--- src/rtl/rsa_pkg.sv ---
// rsa_pkg: shared constants and FSM state type for the RSA modular-exponentiation engine.
// Contents: bus width, CTRL address, STATUS/CTRL bit positions, fsm_state_t.
package rsa_pkg;
    localparam int BUS_W      = 32;
    localparam int CTRL_ADDR  = 0;
    localparam int ST_BUSY    = 0;
    localparam int ST_DONE    = 1;
    localparam int ST_ERROR   = 2;
    localparam int CTRL_START = 0;
    localparam int CTRL_CLEAR = 1;
    typedef enum logic [2:0] {IDLE, CHECK, SQR, MUL, FIN} fsm_state_t;
endpackage

--- src/rtl/rsa_modmul.sv ---
// rsa_modmul: iterative Blakley modular multiplier, p = a*b mod n, one bit of a per cycle.
// Ports: clk, reset (sync, active-high); start loads a, b, n (all WIDTH bits, a,b < n);
//        p is the product; done pulses once, the cycle after the last of WIDTH iterations.
module rsa_modmul #(
    parameter int WIDTH = 128
) (
    input  logic             clk,
    input  logic             reset,
    input  logic             start,
    input  logic [WIDTH-1:0] a,
    input  logic [WIDTH-1:0] b,
    input  logic [WIDTH-1:0] n,
    output logic [WIDTH-1:0] p,
    output logic             done
);
    localparam int CW = $clog2(WIDTH + 1);

    logic [WIDTH-1:0] a_r, b_r, n_r;
    logic [WIDTH+1:0] acc, s0, s1, s2, nx;
    logic [CW-1:0]    cnt;
    logic             run;

    // acc < n holds throughout, so 2*acc + b < 3n and two subtractions always suffice.
    always_comb begin
        nx = {2'b00, n_r};
        s0 = {acc[WIDTH:0], 1'b0} + (a_r[WIDTH-1] ? {2'b00, b_r} : '0);
        s1 = (s0 >= nx) ? s0 - nx : s0;
        s2 = (s1 >= nx) ? s1 - nx : s1;
    end

    always_ff @(posedge clk) begin
        if (reset) begin
            run  <= 1'b0;
            done <= 1'b0;
            acc  <= '0;
            cnt  <= '0;
            a_r  <= '0;
            b_r  <= '0;
            n_r  <= '0;
        end else begin
            done <= 1'b0;
            if (start) begin
                run <= 1'b1;
                a_r <= a;
                b_r <= b;
                n_r <= n;
                acc <= '0;
                cnt <= CW'(WIDTH);
            end else if (run) begin
                acc <= s2;
                a_r <= a_r << 1;
                cnt <= cnt - CW'(1);
                if (cnt == CW'(1)) begin
                    run  <= 1'b0;
                    done <= 1'b1;
                end
            end
        end
    end

    assign p = acc[WIDTH-1:0];
endmodule

--- src/rtl/rsa_modexp_engine.sv ---
// rsa_modexp_engine: memory-mapped RSA engine computing RESULT = BASE^EXP mod MOD (left-to-right
// square-and-multiply over rsa_modmul).
// Ports: clk, reset (sync, active-high); chipselect/write/address/writedata slave bus;
//        readdata registered read data (valid the cycle after a read); irq = STATUS.done.
// Map (W = WIDTH/32): 0 CTRL/STATUS, 1..W BASE, W+1..2W EXP, 2W+1..3W MOD, 3W+1..4W RESULT,
//        4W+1 CYCLES. Define RSA_CYCLE_CNT_EN to include the busy-cycle counter; otherwise
//        CYCLES reads 0.
module rsa_modexp_engine
    import rsa_pkg::*;
#(
    parameter int WIDTH  = 128,
    parameter int ADDR_W = 5
) (
    input  logic              clk,
    input  logic              reset,
    input  logic              chipselect,
    input  logic              write,
    input  logic [ADDR_W-1:0] address,
    input  logic [BUS_W-1:0]  writedata,
    output logic [BUS_W-1:0]  readdata,
    output logic              irq
);
    localparam int W  = WIDTH / BUS_W;
    localparam int IW = $clog2(WIDTH);

    fsm_state_t       state, state_n;
    logic [WIDTH-1:0] base_r, exp_r, mod_r, result_r, acc, mm_b, mm_p;
    logic [IW-1:0]    idx;
    logic             done_r, error_r, launched, mm_start, mm_done;
    logic             busy, wr, ctrl_wr, start_acc, bad, step_end;
    logic [BUS_W-1:0] rd_mux, status;

    assign busy      = state != IDLE;
    assign wr        = chipselect && write;
    assign ctrl_wr   = wr && address == ADDR_W'(CTRL_ADDR);
    assign start_acc = ctrl_wr && writedata[CTRL_START] && !busy;
    assign bad       = mod_r == '0 || base_r >= mod_r;
    // A bit is finished when its multiply completes, or its square completes with EXP[i]=0.
    assign step_end  = mm_done && (state == MUL || !exp_r[idx]);
    assign irq       = done_r;

    rsa_modmul #(.WIDTH(WIDTH)) u_mul (
        .clk   (clk),
        .reset (reset),
        .start (mm_start),
        .a     (acc),
        .b     (mm_b),
        .n     (mod_r),
        .p     (mm_p),
        .done  (mm_done)
    );

    always_ff @(posedge clk) begin
        if (reset) state <= IDLE;
        else       state <= state_n;
    end

    always_comb begin
        state_n  = state;
        mm_start = 1'b0;
        mm_b     = acc;
        case (state)
            IDLE:  state_n = start_acc ? CHECK : IDLE;
            CHECK: state_n = bad ? IDLE : SQR;
            SQR: begin
                mm_start = !launched;
                if (mm_done) state_n = exp_r[idx] ? MUL : (idx == '0 ? FIN : SQR);
            end
            MUL: begin
                mm_start = !launched;
                mm_b     = base_r;
                if (mm_done) state_n = idx == '0 ? FIN : SQR;
            end
            FIN:     state_n = IDLE;
            default: state_n = IDLE;
        endcase
    end

    always_ff @(posedge clk) begin
        if (reset) begin
            base_r   <= '0;
            exp_r    <= '0;
            mod_r    <= '0;
            result_r <= '0;
            acc      <= '0;
            idx      <= '0;
            done_r   <= 1'b0;
            error_r  <= 1'b0;
            launched <= 1'b0;
            readdata <= '0;
        end else begin
            for (int k = 0; k < W; k++) begin
                if (wr && !busy && address == ADDR_W'(1 + k))         base_r[BUS_W*k +: BUS_W] <= writedata;
                if (wr && !busy && address == ADDR_W'(1 + W + k))     exp_r[BUS_W*k +: BUS_W]  <= writedata;
                if (wr && !busy && address == ADDR_W'(1 + 2 * W + k)) mod_r[BUS_W*k +: BUS_W]  <= writedata;
            end
            if (ctrl_wr && writedata[CTRL_CLEAR]) begin
                done_r  <= 1'b0;
                error_r <= 1'b0;
            end
            if (mm_done)       launched <= 1'b0;
            else if (mm_start) launched <= 1'b1;
            if (state == CHECK) begin
                acc <= (mod_r == WIDTH'(1)) ? '0 : WIDTH'(1);
                idx <= IW'(WIDTH - 1);
                if (bad) begin
                    error_r <= 1'b1;
                    done_r  <= 1'b1;
                end
            end
            if (mm_done) acc <= mm_p;
            if (step_end) idx <= idx - IW'(1);
            if (state == FIN) begin
                result_r <= acc;
                done_r   <= 1'b1;
            end
            if (chipselect && !write) readdata <= rd_mux;
        end
    end

`ifdef RSA_CYCLE_CNT_EN
    logic [BUS_W-1:0] cycles;

    always_ff @(posedge clk) begin
        if (reset)                         cycles <= '0;
        else if (start_acc)                cycles <= '0;
        else if (busy && cycles != '1)     cycles <= cycles + BUS_W'(1);
    end
`endif

    always_comb begin
        status           = '0;
        status[ST_BUSY]  = busy;
        status[ST_DONE]  = done_r;
        status[ST_ERROR] = error_r;
        rd_mux           = '0;
        if (address == ADDR_W'(CTRL_ADDR)) rd_mux = status;
        for (int k = 0; k < W; k++) begin
            if (address == ADDR_W'(1 + k))         rd_mux = base_r[BUS_W*k +: BUS_W];
            if (address == ADDR_W'(1 + W + k))     rd_mux = exp_r[BUS_W*k +: BUS_W];
            if (address == ADDR_W'(1 + 2 * W + k)) rd_mux = mod_r[BUS_W*k +: BUS_W];
            if (address == ADDR_W'(1 + 3 * W + k)) rd_mux = result_r[BUS_W*k +: BUS_W];
        end
`ifdef RSA_CYCLE_CNT_EN
        if (address == ADDR_W'(4 * W + 1)) rd_mux = cycles;
`endif
    end
endmodule

--- config.mk ---
export PLATFORM = sky130hd
export DESIGN_NAME = rsa_modexp_engine
export DESIGN_NICKNAME = d
export VERILOG_FILES = /design/src/rtl/rsa_pkg.sv /design/src/rtl/rsa_modmul.sv /design/src/rtl/rsa_modexp_engine.sv
export SDC_FILE = /design/constraint.sdc
export NUM_CORES = 2
export LEC_CHECK = 0
export BUFFER_PORTS_ARGS = -buffer_cell sky130_fd_sc_hd__clkbuf_2
export CORE_MARGIN = 2
export CORE_UTILIZATION = 25
export DETAILED_ROUTE_END_ITERATION = 6
export HOLD_SLACK_MARGIN = 0.03
export SLEW_MARGIN = 10
export SYNTH_ARGS = -nofsm -noshare
export SYNTH_HDL_FRONTEND = slang
export SYNTH_SLANG_ARGS = --single-unit
--- constraint.sdc ---
create_clock -name clk -period 9.6 [get_ports clk]
set_input_delay 0.96 -clock clk [delete_from_list [all_inputs] [get_ports clk]]
set_output_delay 0.96 -clock clk [all_outputs]
set_load 0.03 [all_outputs]
Word level (Yosys, flattened, before mapping)
Index checks and enable logic that the tools add are counted.
Widths: inputs -> output; s select.
{ "op_classes": {"n_addsub": 5, "n_lt_le_gt_ge": 4, "n_eq_ne": 24, "muxes": 51, "bitwise_logic": 1, "reduce_logical": 39} }
{ "op_table": {"columns": ["cell", "n"], "rows": [
  ["$mux 128", 6],
  ["$mux 32", 16],
  ["$ge 130x128->1", 2],
  ["$add 130x128->130", 1],
  ["$mux 130", 1],
  ["$sub 130x128->130", 1],
  ["$mux 129", 1],
  ["$sub 129x128->129", 1],
  ["$eq 128x1->1 const B", 1],
  ["$ge 128x128->1", 1],
  ["$logic_not 128->1", 1],
  ["$eq 5x4->1 const B", 8],
  ["$eq 5x3->1 const B", 4],
  ["$logic_and 1x1->1", 20],
  ["$mux 8", 2],
  ["$mux 1", 15],
  ["$mux 3", 5],
  ["$mux 7", 2],
  ["$pmux 3 s4", 1],
  ["$eq 5x2->1 const B", 2],
  ["$eq 8x1->1 const B", 1],
  ["$lt 7x8->1 const B", 1],
  ["$sub 8x1->8 const B", 1],
  ["$bmux 1 s7", 1],
  ["other kinds (19)", 29]
]} }
{ "word_totals": {"reg_bits": 1208, "input_bits": 41, "elab_cells": 152} }

Logic depth before layout (Yosys ltp)
{ "logic_depth": {"depth_word": 18, "mapped_depth": 52, "depth_no_buf": 46} }

Hierarchy
From an unflattened synthesis, not the netlist that was laid out.
{ "hier_totals": {"hier_cells": 10709, "hier_area_um2": 81139.1} }
{ "by_module_without_submodules": {"columns": ["mod", "n_inst", "cells_each", "area_each_um2"], "rows": [
  ["rsa_modmul", 1, 6536, 47500.6],
  ["rsa_modexp_engine", 1, 4173, 33638.5]
]} }

Worst setup path before layout
Ideal clock, no wire load.
{ "synth_timing": {"path_kind": "register to register", "start": "reg u_mul.a_r[127]", "end": "reg u_mul.acc[127]", "t_arrival_ps": 10036, "t_required_ps": 9529, "path_slack_ps": -507, "path_stages_with_launch": 48, "n_path_buf": 6, "synth_period_minus_slack_ps": 10107, "path_cell_list": "dfxtp_1 clkbuf_1 and2_1 ha_1 inv_1 fa_1 nand2b_1 a21oi_1 o21ai_2 a211oi_1 o21ai_1 o31a_1 o21a_1 o21ai_1 a21boi_0 o21ai_1 xor2_1 ha_1 [... 12 more ...] a21oi_1 ha_1 clkbuf_1 nand2_1 o221ai_1 nor2b_1 o31a_1 or4_1 a2111oi_0 o21ai_1 a21oi_2 a21oi_1 o21ai_1 a21oi_1 o211ai_1 nand3b_1 a221o_1 a21oi_1"} }
{ "synth_between": {"elab_chain_len": 6} }
{ "synth_rtl": {"columns": ["item", "line_no", "rtl"], "rows": [
  ["from (decl)", "rsa_modmul.sv:18", "logic [WIDTH-1:0] a_r, b_r, n_r;"],
  ["from (signal assigned)", "rsa_modmul.sv:51", "a_r <= a_r << 1;"],
  ["$mux 128 *", "rsa_modmul.sv:26", "s0 = {acc[WIDTH:0], 1'b0} + (a_r[WIDTH-1] ? {2'b00, b_r} : '0);"],
  ["$add 130x128->130 *", "rsa_modmul.sv:26", null],
  ["$sub 130x128->130 or $ge 130x128->1 (tied branches)", "rsa_modmul.sv:27", "s1 = (s0 >= nx) ? s0 - nx : s0;"],
  ["$mux 130 *", "rsa_modmul.sv:27", null],
  ["$sub 129x128->129 or $ge 130x128->1 (tied branches)", "rsa_modmul.sv:28", "s2 = (s1 >= nx) ? s1 - nx : s1;"],
  ["$mux 129 *", "rsa_modmul.sv:28", null],
  ["to (signal assigned)", "rsa_modmul.sv:35", "acc <= '0;"],
  ["to (signal assigned)", "rsa_modmul.sv:47", "acc <= '0;"],
  ["to (signal assigned)", "rsa_modmul.sv:50", "acc <= s2;"],
  ["to (decl)", "rsa_modmul.sv:19", "logic [WIDTH+1:0] acc, s0, s1, s2, nx;"]
]} }
Every way passes the cells marked *; elsewhere a longest branch is shown, timed or not.
A chain may end at the register's enable or synchronous reset.

Final worst setup path
{ "layout_timing": {"start": "reg u_mul.a_r[127]", "end": "reg u_mul.acc[11]"} }
The elaborated chain is that of the path after synthesis.

==> results.rst <==
.. list-table::
   :header-rows: 1

   * - Metric
     - Value
   * - Outcome
     - finished, violations left
   * - Failing checks
     - DRC, capacitance limit, setup timing
   * - Worst Setup End Kind
     - flop
   * - Total power
     - 19.9 mW
   * - Routed len/inst
     - 23.7 um
   * - Total of fill cells in the finished design
     - 33349
   * - Core Footprint
     - 0.317 mm2
   * - Cell type with the largest total area after synthesis
     - sky130_fd_sc_hd__dfxtp_1
   * - Post-route minimum period
     - 10380 ps
   * - Worst-margin pin slew
     - 1420 ps
   * - Detailed-router iteration count before antenna repair
     - 7
   * - Critical path data required time
     - 10180 ps
   * - Unrepaired setup endpoints after global routing
     - true
   * - Post-route DRC violation count
     - 9
   * - Dominant register cell in the synthesized netlist
     - sky130_fd_sc_hd__dfxtp_1
   * - Psw
     - 7.13 mW
   * - Achievable clock frequency
     - 96.4 MHz
   * - Clock Pin Slew Worst Setup and Hold Paths
     - 70 ps
   * - Number of buffers inserted by port buffering
     - 73
   * - Detailed Route WL
     - 401000 um
   * - Proportion of layout cells with a drive suffix above 1
     - 26.1%
   * - Post-synthesis cell count
     - 10895
   * - Final weighted congestion of routability-driven global placement
     - 1.03
   * - Flip-flop count of the largest register after layout
     - 129
   * - Die W
     - 568 um
   * - Worst Hold Slack
     - 454 ps
   * - Library cells used by synthesis
     - 101
   * - Logic pwr share
     - 49.4%
   * - Gr ovfl total
     - 0
   * - Relative contribution of sequential cells to total power
     - 25.4%
   * - Count of clock tree sinks
     - 1208
   * - Kind of launch point of the worst setup path
     - flop
   * - Number of warning messages in the yosys log
     - 0
   * - DRT antenna net count
     - 0
   * - FP Rows
     - 207
   * - Number of buffers on the longest clock path
     - 3
   * - Clock tree skew after final layout
     - 59.8 ps
   * - Power Internal
     - 12.8 mW
   * - R2r setup slk
     - -780 ps
   * - Top register by number of flip-flops
     - u_mul.acc
   * - Commonest cells in the netlist
     - sky130_fd_sc_hd__nand2_1, sky130_fd_sc_hd__a21oi_1, sky130_fd_sc_hd__dfxtp_1
   * - Initial antenna violation count
     - 13
   * - Number of global-route vias before repair
     - 81592
   * - Clock power frac
     - 25.2%
   * - Number of buffers created by CTS
     - 116
   * - Height of the die
     - 568 um
   * - Highest fanout seen on the critical path
     - 24
   * - Top-level I/O count
     - 74
   * - Top cell by count, worst path
     - sky130_fd_sc_hd__buf_4
   * - Share of synthesized area occupied by flip-flops and latches
     - 30.4%
   * - Share of total power consumed by net switching
     - 35.8%
   * - Depth of the CTS H-tree
     - 3
   * - Power density of the placed cells
     - 183 mW/mm2
   * - Final-report setup violation count
     - 129
   * - Final Hold Fails
     - 0
   * - DR vias
     - 89788
   * - Final period util
     - 108%
   * - Drt initial violations
     - 10962
   * - Pin count of the biggest net entering global routing
     - 177
   * - Post-synthesis async set-or-reset flop share
     - 0%
   * - TritonCTS clock tree
     - done
   * - Total die area
     - 0.323 mm2
   * - Post-synthesis instance area
     - 0.0795 mm2
   * - Worst max-slew margin expressed relative to the limit
     - 2.61%
   * - Post-synth EDFFs
     - 0
   * - Number of pins with negative max-slew slack in the final report
     - 0
   * - Share of Yosys cell area claimed by the top area cell type
     - 30.4%
   * - Most common cell in the netlist
     - sky130_fd_sc_hd__nand2_1
   * - Number of buffers inserted for hold repair after clock tree synthesis
     - 0
   * - Clock latency on the worst-skew pair
     - 770 ps
   * - HPWL Detailed
     - 306000 um
   * - Type of the worst setup path
     - flop to flop
   * - Main area contributors after synthesis
     - sky130_fd_sc_hd__dfxtp_1, sky130_fd_sc_hd__nand2_1, sky130_fd_sc_hd__a21oi_1, sky130_fd_sc_hd__ha_1, sky130_fd_sc_hd__nor2_1
   * - Number of flip-flops and latches in the synthesized netlist
     - 1208
   * - Longest individual stage delay on the worst path
     - 590 ps
   * - Global-route wire length before repair
     - 567000 um
   * - Initial standard-cell utilization of the core
     - 25.1%
   * - Static leakage
     - 45.4 nW
   * - Tightest Hold Check Type
     - flop to flop
   * - Cell with the largest stage delay on the worst path
     - sky130_fd_sc_hd__or4b_4
   * - Area growth from synthesis to layout
     - 36.8%
   * - Peak supply drop
     - 0.255 mV
   * - Post-route worst setup slack
     - -776 ps
   * - Number of violations of the max-capacitance limit
     - 2
   * - Routed vias/inst
     - 5.30
   * - Post-layout nets
     - 13216
   * - Cell at the root of the clock tree
     - sky130_fd_sc_hd__clkbuf_16
   * - Post-synthesis net count
     - 11453
   * - Tot GR Track Use
     - 23.6%
   * - Average footprint of a synthesized cell
     - 7.30 um2
   * - Crit path DAT
     - 10960 ps
power groups by stage:
stage               Sequential, mW  Combinational, mW  Clock (mW)
floorplan                     5.16               3.91           0
global placement              5.16               7.18           0
detailed placement            5.16               7.13           0
CTS                           5.04               8.08        5.03
global route                  5.04               10.2        5.22
finish                        5.04               9.83        5.02
final timing paths:
kind / from / end / cells past startpoint
setup / recovery: u_mul.a_r[127] / u_mul.acc[11] / 52
hold / removal: result_r[34] / result_r[34] / 2
setup reg to reg: u_mul.a_r[127] / u_mul.acc[11] / 52
hold reg to reg: result_r[34] / result_r[34] / 2
worst max-delay path: cells and delay by family, from the launching register on:
kind | cells | cell delay (ps)
xor+xnor | 1 | 170
compound gates | 23 | 4020
fa+ha+maj | 3 | 880
buf+inv | 13 | 2060
flops | 1 | 370
mux | 1 | 240
simple gates | 11 | 2380
repair_timing:
| item | 4_1_cts | 5_1_grt |
|---|---|---|
| gates cloned | 13 | 7 |
| resized for setup | 436 | 390 |
| pin swaps | 152 | 203 |
| setup buffers | 86 | 82 |
| setup endpoints to repair | 129 | 129 |
cells in the final DEF, fill, tap and decap left out, drive strengths merged, types with 26 or more instances in the layout:
master / Yosys / final
a311oi: 142 / 142
nor2: 1071 / 1071
nor4: 79 / 79
nor2b: 74 / 74
or3: 26 / 26
nand2b: 65 / 65
a21o: 202 / 202
a22oi: 134 / 134
a31oi: 79 / 79
ha: 514 / 514
and3: 35 / 35
a211oi: 291 / 291
o21a: 65 / 65
a221oi: 31 / 31
a21oi: 1498 / 1498
mux2i: 221 / 221
clkinv: 0 / 28
o21ai: 386 / 386
nand4: 199 / 199
inv: 387 / 397
nor3: 129 / 129
mux4: 41 / 41
nand3: 79 / 79
nand2: 2160 / 2160
o21bai: 101 / 101
buf: 58 / 2323
clkbuf: 705 / 236
and2: 153 / 153
o221ai: 27 / 27
o211ai: 34 / 34
mux2: 42 / 42
dfxtp: 1208 / 1208
a2111oi: 29 / 29
xnor2: 237 / 237
xor2: 138 / 138
through the flow:
| step | area, um2 | cells | setup TNS, ps | setup slack, ps | util [%] |
|---|---|---|---|---|---|
| after floorplan | 79600 | 10895 | 0 | 4.57 | - |
| after global placement | 99000 | 16567 | -239220 | -2120 | 31.2 |
| after detailed placement | 99000 | 16567 | -242970 | -2170 | 31.2 |
| after CTS | 106000 | 16879 | -83310 | -764 | 33.5 |
| after global routing | 109000 | 16937 | -122380 | -1080 | 34.3 |
| final | 109000 | 16943 | -87010 | -776 | 34.3 |
kinds of logic (layout without fill, tap and decap cells):
| family | after synthesis | in the layout | synth area share (%) |
|---|---|---|---|
| AOI/OAI and AO/OA | 3196 | 3196 | 24.9 |
| xor gates and xnor gates | 375 | 375 | 4.13 |
| adders and majority gates | 517 | 517 | 8.16 |
| buffers and inverters | 1150 | 3011 | 5.57 |
| DFF | 1208 | 1208 | 30.4 |
| muxes | 304 | 304 | 4.54 |
| other | 0 | 7 | 0 |
| and+or+nand+nor | 4145 | 4145 | 22.3 |
routing by layer:
| metal | vias to the layer above | global-route usage, % | wire (um) |
|---|---|---|---|
| met5 | - | 0 | 92 |
| met4 | 12 | 12.2 | 24500 |
| met3 | 884 | 4.55 | 41200 |
| met2 | 4597 | 32.2 | 156000 |
| met1 | 42394 | 34.4 | 180000 |
| li1 | 41901 | - | - |
area by class of cell:
type / count / area [um2] / share of cell area (%)
Clock inverter: 60 / 713 / 0.655
Clock buffer: 156 / 3310 / 3.05
Tap cell: 4180 / 5230 / 4.81
Inverter: 387 / 1450 / 1.33
Antenna cell: 7 / 17.5 / 0.0161
Sequential cell: 1208 / 24200 / 22.2
Timing Repair Buffer: 2408 / 18900 / 17.4
Multi-Input combinational cell: 8537 / 55000 / 50.5
Power figures use the tool's default switching activity.
